## src/rtl/regfile_dump_if.sv

```systemverilog
// regfile_dump_if: control, register-file read port and beat stream of the snapshot reader
interface regfile_dump_if #(
    parameter int DATA_W = 32,
    parameter int IDX_W  = 5
);
    logic              start;
    logic              busy;
    logic              done;
    logic              stall_req;
    logic              stall_ack;
    logic [IDX_W-1:0]  rd_idx;
    logic [DATA_W-1:0] rd_data;
    logic              out_valid;
    logic              out_ready;
    logic [IDX_W-1:0]  out_idx;
    logic [DATA_W-1:0] out_data;
    modport master (
        output start, stall_ack, rd_data, out_ready,
        input  busy, done, stall_req, rd_idx, out_valid, out_idx, out_data
    );
    modport slave (
        input  start, stall_ack, rd_data, out_ready,
        output busy, done, stall_req, rd_idx, out_valid, out_idx, out_data
    );
endinterface

```

## src/rtl/regfile_dump.sv

```systemverilog
// regfile_dump: stalls the core, then streams registers FIRST_IDX..LAST_IDX
// as idx/data beats over valid/ready while the stall is held.
module regfile_dump #(
    parameter int DATA_W    = 32,
    parameter int IDX_W     = 5,
    parameter int FIRST_IDX = 0,
    parameter int LAST_IDX  = 31
) (
    input logic           clk,
    input logic           rst,
    regfile_dump_if.slave bus
);
    localparam logic [2:0] IDLE = 3'd0;
    localparam logic [2:0] REQ  = 3'd1;
    localparam logic [2:0] READ = 3'd2;
    localparam logic [2:0] SEND = 3'd3;
    localparam logic [2:0] DONE = 3'd4;
    logic [2:0]        state_q, state_d;
    logic [IDX_W-1:0]  cnt_q, cnt_d;
    logic [IDX_W-1:0]  out_idx_q, out_idx_d;
    logic [DATA_W-1:0] out_data_q, out_data_d;
    always_comb begin
        state_d    = state_q;
        cnt_d      = cnt_q;
        out_idx_d  = out_idx_q;
        out_data_d = out_data_q;
        case (state_q)
            IDLE: if (bus.start) begin
                state_d = REQ;
                cnt_d   = IDX_W'(FIRST_IDX);
            end
            REQ: state_d = bus.stall_ack ? READ : REQ;
            // losing the ack here means the read port may not be ours: retry
            READ: if (bus.stall_ack) begin
                out_idx_d  = cnt_q;
                out_data_d = bus.rd_data;
                state_d    = SEND;
            end else begin
                state_d = REQ;
            end
            SEND: if (bus.out_ready) begin
                if (cnt_q == IDX_W'(LAST_IDX)) begin
                    state_d = DONE;
                end else begin
                    cnt_d   = cnt_q + IDX_W'(1);
                    state_d = READ;
                end
            end
            default: state_d = IDLE;
        endcase
    end
    always_ff @(posedge clk or posedge rst) begin
        if (rst) begin
            state_q    <= IDLE;
            cnt_q      <= IDX_W'(FIRST_IDX);
            out_idx_q  <= '0;
            out_data_q <= '0;
        end else begin
            state_q    <= state_d;
            cnt_q      <= cnt_d;
            out_idx_q  <= out_idx_d;
            out_data_q <= out_data_d;
        end
    end
    assign bus.busy      = state_q != IDLE;
    assign bus.done      = state_q == DONE;
    assign bus.stall_req = state_q == REQ || state_q == READ || state_q == SEND;
    assign bus.out_valid = state_q == SEND;
    assign bus.rd_idx    = cnt_q;
    assign bus.out_idx   = out_idx_q;
    assign bus.out_data  = out_data_q;
endmodule

```

## src/flat_wrapper.sv

```systemverilog
// flat-port wrapper written by rule: the top's interface ports become plain ports
module regfile_dump_flat 
#(
    parameter int DATA_W    = 32,
    parameter int IDX_W     = 5,
    parameter int FIRST_IDX = 0,
    parameter int LAST_IDX  = 31
)
  (clk, rst, bus_start, bus_stall_ack, bus_rd_data, bus_out_ready, bus_busy, bus_done, bus_stall_req, bus_rd_idx, bus_out_valid, bus_out_idx, bus_out_data);
  regfile_dump_if #(.DATA_W(DATA_W), .IDX_W(IDX_W)) bus_i ();
  input logic clk;
  input logic rst;
  input wire logic [$bits(bus_i.start)-1:0] bus_start;
  input wire logic [$bits(bus_i.stall_ack)-1:0] bus_stall_ack;
  input wire logic [$bits(bus_i.rd_data)-1:0] bus_rd_data;
  input wire logic [$bits(bus_i.out_ready)-1:0] bus_out_ready;
  output wire logic [$bits(bus_i.busy)-1:0] bus_busy;
  output wire logic [$bits(bus_i.done)-1:0] bus_done;
  output wire logic [$bits(bus_i.stall_req)-1:0] bus_stall_req;
  output wire logic [$bits(bus_i.rd_idx)-1:0] bus_rd_idx;
  output wire logic [$bits(bus_i.out_valid)-1:0] bus_out_valid;
  output wire logic [$bits(bus_i.out_idx)-1:0] bus_out_idx;
  output wire logic [$bits(bus_i.out_data)-1:0] bus_out_data;
  assign bus_i.start = bus_start;
  assign bus_i.stall_ack = bus_stall_ack;
  assign bus_i.rd_data = bus_rd_data;
  assign bus_i.out_ready = bus_out_ready;
  assign bus_busy = bus_i.busy;
  assign bus_done = bus_i.done;
  assign bus_stall_req = bus_i.stall_req;
  assign bus_rd_idx = bus_i.rd_idx;
  assign bus_out_valid = bus_i.out_valid;
  assign bus_out_idx = bus_i.out_idx;
  assign bus_out_data = bus_i.out_data;
  regfile_dump #(.DATA_W(DATA_W), .IDX_W(IDX_W), .FIRST_IDX(FIRST_IDX), .LAST_IDX(LAST_IDX)) u_core (.clk(clk), .rst(rst), .bus(bus_i));
endmodule
```

## config.mk

```make
export PLATFORM = sky130hd
export DESIGN_NAME = regfile_dump_flat
export DESIGN_NICKNAME = d
export VERILOG_FILES = /design/src/rtl/regfile_dump_if.sv /design/src/rtl/regfile_dump.sv /design/src/flat_wrapper.sv
export SDC_FILE = /design/constraint.sdc
export NUM_CORES = 1
export LEC_CHECK = 0
export CORE_MARGIN = 1.5
export CORE_UTILIZATION = 43
export CTS_BUF_LIST = sky130_fd_sc_hd__clkbuf_4 sky130_fd_sc_hd__clkbuf_8
export DETAILED_ROUTE_END_ITERATION = 8
export PLACE_DENSITY = 0.93
export SKIP_CTS_REPAIR_TIMING = 1
export SLEW_MARGIN = 20
export SYNTH_ARGS = -nofsm -noshare
export SYNTH_HDL_FRONTEND = slang
export SYNTH_SLANG_ARGS = --single-unit
```

## constraint.sdc

```tcl
create_clock -name clk -period 1.9 [get_ports clk]
set_input_delay 0.475 -clock clk [delete_from_list [all_inputs] [get_ports clk]]
set_output_delay 0.475 -clock clk [all_outputs]
set_load 0.02 [all_outputs]
```

* After elaboration in Yosys (flattened, before gate mapping)
Index checks and enable logic that the tools add are counted. Widths: inputs -> output; s select.
Storage, ports and cells: bits in registers 45, input port bits 37, output and inout bits 46, word-level logic and storage cells 31
Operators by class: add/sub/neg operators 1, eq/ne operators 8, muxes and demuxes 10, reductions and logical operators 8
Operators by type and width (number):
- $mux 5 | 3
- $pmux 3 s4 | 1
- $pmux 5 s2 | 1
- $mux 3 | 3
- $eq 3x2->1 const B | 2
- $ne 2x2->1 const B | 3
- $add 5x1->5 const B | 1
- $eq 5x5->1 const B | 1
- $mux 2 | 2
- $reduce_and 2->1 | 2
- $reduce_and 4->1 | 1
- $eq 3x1->1 const B | 1
- $eq 3x3->1 const B | 1
- $logic_not 3->1 | 1
- $reduce_bool 3->1 | 1
- $logic_or 1x1->1 | 2
- $reduce_bool 2->1 | 1

* Longest topological paths before layout
word-level depth 4, mapped depth 7

* Worst setup path after synthesis
Ideal clock, no wire load.
path type reg2reg, start point reg u_core.cnt_q[0], in the netlist u_core.bus.rd_idx[0], end point reg u_core.cnt_q[2], in the netlist u_core.bus.rd_idx[2], library setup time 0.135 ns, data arrival time 1.609 ns, path slack 0.155 ns, cell stages (with the launch flop) 8, path buffers 0, period minus slack after synthesis 1.745 ns, cells stage by stage dfrtp_1 > ha_1 > inv_1 > nor3_1 > ha_1 > nand4b_1 > a221oi_1 > o22ai_1
Between the ends: longest elaborated chain between the ends 4
Ends and longest elaborated chain:
- start, declared | line regfile_dump.sv:19 | logic [IDX_W-1:0] cnt_q, cnt_d;
- start signal, assigned | line regfile_dump.sv:55 | cnt_q <= IDX_W'(FIRST_IDX);
- start signal, assigned | line regfile_dump.sv:60 | cnt_q <= cnt_d;
- $add 5x1->5 | line regfile_dump.sv:45 | cnt_d = cnt_q + IDX_W'(1);
- $mux 5 | line regfile_dump.sv:42 | if (cnt_q == IDX_W'(LAST_IDX)) begin
- $mux 5 | line regfile_dump.sv:41 | SEND: if (bus.out_ready) begin
- $pmux 5 s2 | line regfile_dump.sv:27 | case (state_q)
Parallel ways exist; a longest one is shown, timed or not. The select of a mux whose other input is x is not followed. A chain may end at the register's enable or synchronous reset.

* Final worst setup path
start point reg u_core.cnt_q[0], in the netlist u_core.bus.rd_idx[0], end point out bus_rd_idx[0]
RTL lines:
- end, declared | line flat_wrapper.sv:20 | output wire logic [$bits(bus_i.rd_idx)-1:0] bus_rd_idx;
No word-level cell between the ends.

==> results summary <==
The DRC violation total after the first TritonRoute iteration came out at 58. The instance count after placement with tap cells included came out at 272. Counting flops and latches in the post-synthesis netlist gives 45.

Sequential cells were found to cover 59.2% of the synthesized design area. Row generation in the floorplan step produced 24 rows. The global-route layer with the greatest usage is met2. The gate count of the mapped netlist came out at 133. The number of antenna repair diodes is 0.

The first global-routing pass estimated 6880 µm of wire. For this design the static power due to leakage is 1.27 nW. The number of enable-type register cells in the synthesized netlist came out at 0. Routability-driven placement finished with a final weighted congestion of 0.799. During synthesis, Yosys emitted a total of 0 warnings. The path length in cells of the critical path is 2.

The share of post-route cells with drive strength above 1 is 25.4%. The number of cells on the worst hold path came out at 1. The routed wire length per instance is 14.4 µm. The die area is 4830 µm². The flow ran to the end, and the final reports show no timing, DRC or antenna violations. The share of the cycle needed by the critical path after routing came out at 96.6%. The number of buffers inserted during clock tree synthesis came out at 5. The worst path in the final design needs a cycle of 1.84 ns, including I/O delays and setup. In the routed design, unresolved DRC markers number 0. The leftover overflow at the end of global routing is 0.

In this run the worst hold path is classified as reg2reg. The main flop type after synthesis is sky130_fd_sc_hd__dfrtp_1. The met2 global-route usage is 31.9%. Before antenna repair, the detailed router went through 4 iterations. The proportion of synthesized flip-flops having asynchronous set or reset is 100%. Counting every net in the synthesized netlist gives 172. In the global route stage, met3 resource usage came out at 5.52%. The mean instance size in the synthesized netlist came out at 14.3 µm². The detailed router placed 1394 vias in this run. The die is 69.5 µm wide.

The final hold violation count is 0. The H-tree was split into 2 levels. The number of distinct library cells after synthesis came out at 29.

The number of setup violations in the final report came out at 0. The pin count of the biggest net entering global routing came out at 46. STA classifies the critical path startpoint as a register. The count of nets after finishing came out at 266. The stage delay of the slowest cell on the critical path came out at 0.59 ns. The via count of the first global-routing pass is 1494. The maximum resistive drop on vdd is 0.844 mV. The maximum buffer depth of the clock tree came out at 2. TritonCTS built the clock tree. The number of buffers and inverters on the critical path came out at 2. The maximum frequency from static timing analysis is 545 MHz. The critical path arrival came out at 1.36 ns. The TritonCTS sink count came out at 45.

Across every metal layer, demand over resource in global routing totals 17.6%. The post-detailed-route via-to-cell ratio is 4.98. The headroom to the max-slew limit is 80.4%. From bottom edge to top edge, the die measures 69.5 µm. For this design, the slowest cell found on the critical path is sky130_fd_sc_hd__clkdlybuf4s50_1. The floorplan step defined a core boundary enclosing 4290 µm². The count of input and output buffers is 82. Summed over all nets, the half-perimeter wirelength after detailed placement is 3030 µm. The starting utilization of the core area is 44.3%.

Power spread over the standard cell area amounts to 1660 nW/µm². The final worst clock skew is 0.0101 ns. In this run the count of I/O pins placed on the die edge is 83. The growth of design area from synthesis to finish came out at 55.1%. At the later pin of the worst-skew pair, clock insertion delay measures 0.29 ns. The residual antenna-violating net count after detailed routing is 0.

For the worst flop-to-flop path, the logic depth is 7. The worst endpoint required time came out at 1.42 ns. The highest net fanout along the worst path came out at 5. Walking the worst path, the cells encountered are buf_4, clkdlybuf4s50_1. Clock tree synthesis selected as its root buffer the cell sky130_fd_sc_hd__clkbuf_8. The post-layout instance count excluding filler cells is 280. The endpoint class of the critical path is a primary output. The met1 global-route usage came out at 20.0%. The initial antenna violation count came out at 0. The number of pins exceeding their max-slew limit in the final report is 0.

The synthesized netlist occupies a cell area of 1900 µm². The CTS clock-pin slew for the worst setup and hold paths came out at 0.09 ns. Setup repair after global routing left no endpoint under its margin.

The final layout contains routed wiring with a total length of 4030 µm. Max-cap violations in this run came to 0. The setup path with the least slack is of type reg2out.

The final total negative setup slack came out at 0 ns. The number of filler cells placed in the layout is 321. The transition at the pin with the smallest max-transition slack came out at 0.293 ns. On the critical path the largest part of the delay comes from buffers and inverters.
-- final cells by class --
type	instances	area, µm²	area share [%]
clock buffers	7	83.8	2.84
inverters	7	26.3	0.891
well taps	52	65.1	2.21
flip-flops and latches	45	1130	38.2
clock inverters	1	7.51	0.255
multi-input cells	74	682	23.1
repair buffers	94	958	32.5
-- power breakdown --
part	total (mW)	internal (mW)	switching, mW
Clock	0.592	0.289	0.303
Sequential	1.66	1.41	0.242
Combinational	2.64	1.42	1.22
Total	4.89	3.13	1.76
-- worst register-to-register path, stage by stage, from the launching register on --
cell and delay [ns]:
sky130_fd_sc_hd__dfrtp_1 0.39, sky130_fd_sc_hd__ha_1 0.23, sky130_fd_sc_hd__inv_1 0.08, sky130_fd_sc_hd__nor3_1 0.05
sky130_fd_sc_hd__ha_1 0.21, sky130_fd_sc_hd__nand4b_1 0.24, sky130_fd_sc_hd__a21oi_2 0.28, sky130_fd_sc_hd__mux2i_1 0.21
-- placed cells by master (no fill, tap or decap), types with 2 or more instances in the layout --
master | synthesis | layout
sky130_fd_sc_hd__and2_1 | 2 | 2
sky130_fd_sc_hd__clkbuf_8 | 0 | 5
sky130_fd_sc_hd__buf_4 | 1 | 9
sky130_fd_sc_hd__inv_1 | 7 | 6
sky130_fd_sc_hd__clkbuf_4 | 0 | 2
sky130_fd_sc_hd__nor3_1 | 2 | 2
sky130_fd_sc_hd__nand2_1 | 4 | 4
sky130_fd_sc_hd__nand4b_1 | 2 | 2
sky130_fd_sc_hd__buf_12 | 0 | 3
sky130_fd_sc_hd__ha_1 | 2 | 2
sky130_fd_sc_hd__nand3_1 | 2 | 2
sky130_fd_sc_hd__nor2_1 | 3 | 3
sky130_fd_sc_hd__a211oi_1 | 2 | 2
sky130_fd_sc_hd__dfrtp_1 | 45 | 45
sky130_fd_sc_hd__mux2_1 | 3 | 3
sky130_fd_sc_hd__dlymetal6s2s_1 | 0 | 4
sky130_fd_sc_hd__and3_1 | 2 | 2
sky130_fd_sc_hd__mux2_2 | 35 | 35
sky130_fd_sc_hd__clkdlybuf4s50_1 | 0 | 78
sky130_fd_sc_hd__mux2i_1 | 3 | 3
-- per-layer routing --
layer / wire length [µm] / share of wire (%)
met1: 1560 / 39
met2: 2150 / 53
met3: 296 / 7.3
met4: 24 / 0.59
met5: 0 / 0
-- registers in the layout (all words and copies together), names as in the netlist --
| signal | flops |
|---|---|
| u_core.bus.out_data | 32 |
| u_core.bus.out_idx | 5 |
| u_core.bus.rd_idx | 5 |
| u_core.state_q | 3 |
-- synth_stat cells, drive strengths merged (2+ instances only) --
master | count | area share (%)
nor3 | 3 | 1.4
ha | 2 | 1.3
dfrtp | 45 | 59
nand3 | 2 | 0.53
nand2 | 4 | 0.79
nor2 | 3 | 0.59
a21oi | 2 | 0.72
buf | 6 | 3.4
mux2i | 3 | 1.6
and2 | 2 | 0.66
and3 | 2 | 0.66
inv | 7 | 1.4
mux2 | 38 | 22
a211oi | 2 | 0.79
nand4b | 2 | 0.92
-- cell families after synthesis --
| kind of cell | share of synthesized area (%) |
|---|---|
| flip-flops | 59.2 |
| multiplexers | 24.1 |
| AND/OR/NAND/NOR | 7.43 |
| buffers and inverters | 4.93 |
| AO/OA/AOI/OAI | 3.03 |
| adder cells (fa/ha/maj) | 1.32 |
-- worst paths after layout --
kind	slack [ns]	end	from
setup / recovery	0.06	bus_rd_idx[0]	u_core.bus.rd_idx[0]$_DFFE_PP0P_
hold / removal	0.49	u_core.bus.out_data[13]$_DFFE_PP0P_	u_core.bus.out_data[13]$_DFFE_PP0P_
setup reg to reg	0.14	u_core.bus.rd_idx[4]$_DFFE_PP0P_	u_core.bus.rd_idx[0]$_DFFE_PP0P_
hold reg to reg	0.49	u_core.bus.out_data[13]$_DFFE_PP0P_	u_core.bus.out_data[13]$_DFFE_PP0P_
max in group asynchronous	1.15	u_core.state_q[1]$_DFFE_PP0P_	rst
min in group asynchronous	0.53	u_core.bus.out_data[16]$_DFFE_PP0P_	rst
-- metrics by stage --
step                      util [%]  hold slack [ns]  area (µm²)  total power, mW  worst slack (ns)
after global routing          68.7            0.517        2950             5.16            0.0118
after CTS                     68.4            0.493        2940             4.95            -0.185
after floorplan                  -            0.535        1900             3.09             0.155
after global placement        66.3            0.468        2850             4.26           -0.0561
after detailed placement      66.3            0.479        2850             4.35            -0.108
final                         68.7            0.493        2950             4.89            0.0644
Note: power is estimated with default switching activity, not from simulation.
